[src/rtl/alu_arbiter.sv]
// Round-robin arbiter sharing one single-cycle ALU between NUM_REQ requesters, one op in flight.
// Latency: accept at edge T, response valid from T+2 (extended by ALU busy cycles).
// Backpressure: result held in RESP until owner's rsp_ready_i; grants only in IDLE or the RESP handshake cycle.
package alu_arbiter_pkg;
    typedef logic [31:0] word_t;
    typedef enum logic [3:0] {
        alu_nop  = 4'd0,
        alu_add  = 4'd1,
        alu_sub  = 4'd2,
        alu_and  = 4'd3,
        alu_or   = 4'd4,
        alu_xor  = 4'd5,
        alu_eq   = 4'd6,
        alu_lt_s = 4'd7,
        alu_ge_s = 4'd8,
        alu_ge_u = 4'd9
    } aluop_t;
endpackage

module alu_arbiter
    import alu_arbiter_pkg::*;
#(
    parameter int NUM_REQ = 2,
    parameter int IDX_W   = (NUM_REQ > 1) ? $clog2(NUM_REQ) : 1
) (
    input  logic                     clk,
    input  logic                     rst_n,
    input  logic [NUM_REQ-1:0]       req_valid_i,
    output logic [NUM_REQ-1:0]       req_ready_o,
    input  word_t [NUM_REQ-1:0]      req_data1_i,
    input  word_t [NUM_REQ-1:0]      req_data2_i,
    input  aluop_t [NUM_REQ-1:0]     req_op_i,
    output logic [NUM_REQ-1:0]       rsp_valid_o,
    input  logic [NUM_REQ-1:0]       rsp_ready_i,
    output word_t                    rsp_result_o,
    output word_t                    alu_data1_o,
    output word_t                    alu_data2_o,
    output aluop_t                   alu_op_o,
    input  word_t                    alu_result_i,
    input  logic                     alu_busy_i,
    output logic                     busy_o
);

    typedef enum logic [1:0] {IDLE, EXEC, RESP} state_t;

    state_t            state_q, state_d;
    logic [IDX_W-1:0]  rr_ptr_q;
    logic [IDX_W-1:0]  owner_q;
    word_t             data1_q, data2_q, result_q;
    aluop_t            op_q;

    logic              win_vld;
    logic [IDX_W-1:0]  win_idx;
    logic [IDX_W-1:0]  ptr_next;
    logic              rsp_hs;
    logic              grant_open;
    logic              accept;

    // Scan from rr_ptr upward with wrap; the first asserted valid wins.
    always_comb begin
        logic [IDX_W:0] cand;
        win_vld = 1'b0;
        win_idx = '0;
        cand    = '0;
        for (int i = 0; i < NUM_REQ; i++) begin
            cand = {1'b0, rr_ptr_q} + (IDX_W+1)'(i);
            if (cand >= (IDX_W+1)'(NUM_REQ)) begin
                cand = cand - (IDX_W+1)'(NUM_REQ);
            end
            if (!win_vld && req_valid_i[cand[IDX_W-1:0]]) begin
                win_vld = 1'b1;
                win_idx = cand[IDX_W-1:0];
            end
        end
    end

    assign rsp_hs     = (state_q == RESP) && rsp_ready_i[owner_q];
    // Window also closed while reset is asserted so ready reads 0 during reset.
    assign grant_open = rst_n && ((state_q == IDLE) || rsp_hs);
    assign accept     = grant_open && win_vld;
    assign ptr_next   = (win_idx == IDX_W'(NUM_REQ - 1)) ? '0 : win_idx + IDX_W'(1);

    always_comb begin
        for (int i = 0; i < NUM_REQ; i++) begin
            req_ready_o[i] = accept && (win_idx == IDX_W'(i));
            rsp_valid_o[i] = (state_q == RESP) && (owner_q == IDX_W'(i));
        end
    end

    always_ff @(posedge clk or negedge rst_n) begin
        if (!rst_n) begin
            state_q <= IDLE;
        end else begin
            state_q <= state_d;
        end
    end

    always_comb begin
        state_d = state_q;
        case (state_q)
            IDLE: if (accept) state_d = EXEC;
            EXEC: if (!alu_busy_i) state_d = RESP;
            RESP: if (rsp_hs) state_d = accept ? EXEC : IDLE;
            default: state_d = IDLE;
        endcase
    end

    always_ff @(posedge clk or negedge rst_n) begin
        if (!rst_n) begin
            rr_ptr_q <= '0;
            owner_q  <= '0;
            data1_q  <= '0;
            data2_q  <= '0;
            op_q     <= alu_nop;
            result_q <= '0;
        end else begin
            if (accept) begin
                data1_q  <= req_data1_i[win_idx];
                data2_q  <= req_data2_i[win_idx];
                op_q     <= req_op_i[win_idx];
                owner_q  <= win_idx;
                rr_ptr_q <= ptr_next;
            end
            if ((state_q == EXEC) && !alu_busy_i) begin
                result_q <= alu_result_i;
            end
        end
    end

    // ALU sees only the registered operands and only during EXEC.
    assign alu_data1_o  = (state_q == EXEC) ? data1_q : '0;
    assign alu_data2_o  = (state_q == EXEC) ? data2_q : '0;
    assign alu_op_o     = (state_q == EXEC) ? op_q : alu_nop;
    assign rsp_result_o = (state_q == RESP) ? result_q : '0;
    assign busy_o       = (state_q != IDLE);

endmodule

[config.mk]
export PLATFORM = sky130hd
export DESIGN_NAME = alu_arbiter
export DESIGN_NICKNAME = d
export VERILOG_FILES = /design/src/rtl/alu_arbiter.sv
export SDC_FILE = /design/constraint.sdc
export NUM_CORES = 1
export LEC_CHECK = 0
export BUFFER_PORTS_ARGS = -buffer_cell sky130_fd_sc_hd__buf_2
export CAP_MARGIN = 20
export CORE_ASPECT_RATIO = 1.1
export CORE_UTILIZATION = 40
export CTS_CLUSTER_DIAMETER = 100
export DETAILED_ROUTE_END_ITERATION = 10
export PLACE_DENSITY = 0.76
export RECOVER_POWER = 25
export SYNTH_ARGS = -nofsm -noshare
export SYNTH_HDL_FRONTEND = slang
export SYNTH_SLANG_ARGS = --single-unit
[constraint.sdc]
create_clock -name clk -period 2.1 [get_ports clk]
set_input_delay 0.42 -clock clk [delete_from_list [all_inputs] [get_ports clk]]
set_output_delay 0.42 -clock clk [all_outputs]
set_load 0.005 [all_outputs]
Yosys cells after proc, flatten, opt, wreduce, memory -nomap -nowiden
Index checks and enable logic that the tools add are counted.
{"block": "totals", "ff_bits": 104, "input_bits": 175, "output_inout_bits": 105, "wordCells": 67}
{"block": "classes", "addsub": 4, "n_lt_le_gt_ge": 6, "eq_ne": 5, "mux": 28, "bitwise": 2, "reduce_logical": 15}
{"operator": "$mux W32", "n": 7}
{"operator": "$mux W1", "n": 14}
{"operator": "$mux W4", "n": 3}
{"operator": "$logic_and A1 B1 Y1", "n": 9}
{"operator": "$lt A1 B2 Y1 const B", "n": 4}
{"operator": "$mux W2", "n": 3}
{"operator": "$ne A2 B2 Y1 const B", "n": 3}
{"operator": "$pmux W2 S3", "n": 1}
{"operator": "$reduce_and A3 Y1", "n": 1}
{"operator": "$add A1 B1 Y2 const B", "n": 1}
{"operator": "$eq A2 B1 Y1 const B", "n": 1}
{"operator": "$eq A2 B2 Y1 const B", "n": 1}
{"operator": "$ge A1 B2 Y1 const B", "n": 1}
{"operator": "$ge A2 B2 Y1 const B", "n": 1}
{"operator": "$logic_not A1 Y1", "n": 2}
{"operator": "$logic_not A2 Y1", "n": 1}
{"operator": "$not A1 Y1", "n": 2}
{"operator": "$reduce_bool A2 Y1", "n": 1}
{"operator": "$sub A1 B1 Y1 const B", "n": 2}
{"operator": "$add A1 B1 Y1 const B", "n": 1}
{"operator": "$logic_or A1 B1 Y1", "n": 1}

Depth between registers and ports, before layout
{"block": "depth", "depth_word": 12, "mapped_depth": 6, "mapped_depth_nobuf": 4}

Worst setup path after synthesis
OpenSTA, ideal clock, no wires.
{"block": "synth_path", "path_kind": "flip-flop to output port", "start": "register owner_q", "end": "output port req_ready_o[0]", "t_arrival_ps": 1448, "t_required_ps": 1680, "setup_slack_ps": 232, "stages_incl_launch_ff": 5, "path_buffers": 1, "cell_sequence": "dfrtp_1 > mux2i_1 > a2111oi_4 > clkbuf_1 > and2_1"}
{"block": "synth_between", "elab_chain_len": 7}
{"item": "from (decl)", "line_no": "48", "rtl": "logic [IDX_W-1:0] owner_q;"}
{"item": "from (signal assigned)", "line_no": "121", "rtl": "owner_q <= win_idx;"}
{"item": "$mux W1 (implied by the code) (2 in series)", "line_no": "77", "rtl": "assign rsp_hs = (state_q == RESP) && rsp_ready_i[owner_q];"}
{"item": "$logic_and A1 B1 Y1", "line_no": "77"}
{"item": "$logic_or A1 B1 Y1", "line_no": "79", "rtl": "assign grant_open = rst_n && ((state_q == IDLE) || rsp_hs);"}
{"item": "$logic_and A1 B1 Y1", "line_no": "79"}
{"item": "$logic_and A1 B1 Y1", "line_no": "80", "rtl": "assign accept = grant_open && win_vld;"}
{"item": "$logic_and A1 B1 Y1", "line_no": "85", "rtl": "req_ready_o[i] = accept && (win_idx == IDX_W'(i));"}
{"item": "to (decl)", "line_no": "29", "rtl": "output logic [NUM_REQ-1:0] req_ready_o,"}
No other way between the ends. The select of a mux whose other input is x is not followed.

Final worst setup path
Ends and elaborated chain as after synthesis.

==> run summary <==
Worst Hold Class: primary input to flop
Slew HR: 21.6%
number of detailed-route iterations in the first pass: 5
Peak VDD IR: 0.644 mV
layout cell share with drive strength beyond 1: 45.3%
total CTS buffers: 9
Final Wtd Congestion: 0.756
Synth Instances: 497
r2r endpoint: result_q[5]$_DFFE_PN0P_
DRT iter0 DRCs: 159
Util after Layout: 56.5%
GR Util met2: 34.6%
GRT overflow: 0
synth warn: 0
WL per Instance: 14.0 µm
worst-case reg-to-reg path depth: 4
Tmin final: 2.13 ns
fin area: 0.00712 mm²
Clk pin slew, worst setup/hold paths: 0.07 ns
Area Growth Syn to Fin: 37.6%
Max Cap Viol: 0
final period utilization: 101%
WHS: 0.314 ns
first-pass GRT wire length: 20,000 µm
Core ar.: 0.0126 mm²
global routing's busiest layer: met2
vias in the first global route: 4,234
drt drc: 0
kind of start point of the critical path: flop
Hold Vio Cnt, Final: 0
vias post-DR: 4,406
Routed Wire Length: 13,000 µm
Initial Utilization: 41.1%
diodes inserted: 0
final net count: 942
crit path capture type: primary output
Die X: 110 µm
reg-to-reg setup timing slack: 0.11 ns
post-synthesis cell area: 0.00517 mm²
register area share after synthesis: 50.3%
clock insertion delay at the later pin of the skew report: 0.34 ns
# setup viols final: 2
worst setup margin: -0.0255 ns
worst r2r src: state_q[0]$_DFFE_PN0P_
status: finished, violations left
total clock sinks: 104
Pwr Density: 1210 mW/mm²
failing checks: negative setup slack
dpl hpwl: 9670 µm
Highest Clock Rate: 470 MHz
required time of the critical path: 1.68 ns
Rows: 43
Routed Antenna Nets: 0
Die Footprint: 0.0134 mm²
hold path endpoint: result_q[8]$_DFFE_PN0P_
CTS Buffer Depth: 2
clock skew: 0.00717 ns
placed cell area: 0.00683 mm²
CTS tree: built
Pwr Total: 8.57 mW
initial antenna violation count: 0
FF+latch count, synth: 104
root buffer cell: clkbuf_16
HP Start: alu_result_i[8]
met1 Use GR: 22.4%
largest net degree at the start of global routing: 91
crit-path max FO: 3
Crit Path Class: flop to primary output
Slew Viols, Final: 0
actual slew at the worst max-slew pin: 1.18 ns
Avg Inst Size Synth: 10.4 µm²
unrepaired setup endpoints after global routing: yes
Net Count, Synth: 672
H-tree levels: 3
met3 Usage GRT: 4.40%
Hold Path Depth: 2
overall routing resource usage: 19.6%
post-synth cell types: 16
num ports: 280
P_leak: 3.79 nW
vias per cell: 4.74
DP Worst Slack: 0.163 ns
Port Buf Inserts: 279
arrival time of the worst setup path: 1.71 ns
DIE HEIGHT: 121 µm
==> metrics by stage <==
step	instances	TNS, ns
floorplan	497	0
global placement	911	0
detailed placement	911	0
CTS	929	-0.0950
global route	929	-6.87
finish	929	-0.0480
==> logic make-up (layout without fill, tap and decap cells) <==
kind of cell / count (synthesis) / count (layout) / synth area share, %
flops: 104 / 104 / 50.3
simple gates: 179 / 179 / 18.2
compound gates: 73 / 73 / 7.65
mux: 101 / 101 / 20.3
buf+inv: 40 / 315 / 3.46
==> state kept, by name, indices dropped and copies added (netlist names) <==
signal	flops
data1_q	32
data2_q	32
result_q	32
op_q	4
state_q	2
owner_q	1
rr_ptr_q	1
==> critical path, stage by stage, from the launching register on <==
cell,delay [ns]
dfrtp_1,0.40
mux2i_2,0.19
a2111oi_4,0.41
buf_12,0.16
and2_4,0.13
buf_6,0.08
==> cells in the final DEF (no fill, tap or decap) <==
cell	instances
buf_12	7
clkbuf_1	2
clkbuf_8	1
o21bai_1	1
inv_1	3
o21ai_4	1
dfrtp_1	104
a21o_1	2
nor2b_4	1
buf_2	277
nor2b_2	2
buf_6	1
a21oi_1	68
a2111oi_4	1
or2_2	1
buf_4	8
mux2i_1	68
clkbuf_16	9
clkbuf_2	2
nor2b_1	1
and2_4	1
clkinv_2	3
mux2_2	32
clkinv_4	2
nor2_1	71
and2_1	102
mux2i_2	1
==> worst max path at each step <==
stage                                   start                       to  slack, ns  depth (start not counted)
final                     owner_q$_DFFE_PN0N_           req_ready_o[0]      -0.03                          5
after CTS                 owner_q$_DFFE_PN0N_           req_ready_o[0]      -0.05                          5
after global placement         rsp_ready_i[1]           req_ready_o[0]       0.21                          6
after detailed placement       rsp_ready_i[1]  data2_q[25]$_DFFE_PN0N_       0.16                          7
after floorplan           owner_q$_DFFE_PN0N_           req_ready_o[0]       0.23                          4
after global routing      owner_q$_DFFE_PN0N_           req_ready_o[1]      -0.15                          4
==> layout make-up <==
class | count | area (µm²)
Clock buffer | 11 | 243
Clock inverter | 5 | 32.5
Fill cell | 1147 | 5470
Inverter | 3 | 11.3
Multi-Input combinational cell | 353 | 2420
Sequential cell | 104 | 2600
Tap cell | 157 | 196
Timing Repair Buffer | 296 | 1610
==> power breakdown <==
part,total [mW],internal [mW],switching (mW)
clock network,1.55,0.835,0.719
registers,3.49,3.01,0.475
logic,3.53,1.87,1.66
==> cell usage after synthesis <==
library cell / instances / share of area [%]
a2111oi_4: 1 / 0.53
a21o_1: 2 / 0.29
a21oi_1: 68 / 6.6
and2_1: 103 / 12
buf_2: 14 / 1.4
buf_4: 3 / 0.44
clkbuf_1: 20 / 1.5
dfrtp_1: 104 / 50
inv_1: 3 / 0.22
mux2_2: 32 / 7.0
mux2i_1: 69 / 13
nor2_1: 71 / 5.2
nor2b_1: 4 / 0.48
o21ai_0: 1 / 0.097
o21bai_1: 1 / 0.15
or2_2: 1 / 0.12
==> per-layer routing <==
layer	wire length [µm]	vias up
li1	-	2190
met1	5240	2005
met2	6440	192
met3	996	19
met4	279	0
met5	0	-
==> repair_timing <==
item | in CTS | in global routing
gates resized for setup | 4 | 0
setup endpoints to repair | 2 | 8
hold buffers | 0 | 0
buffers inserted | 2 | 0
pin swaps | 1 | 0
No activity file was read; power rests on OpenSTA's default activity.
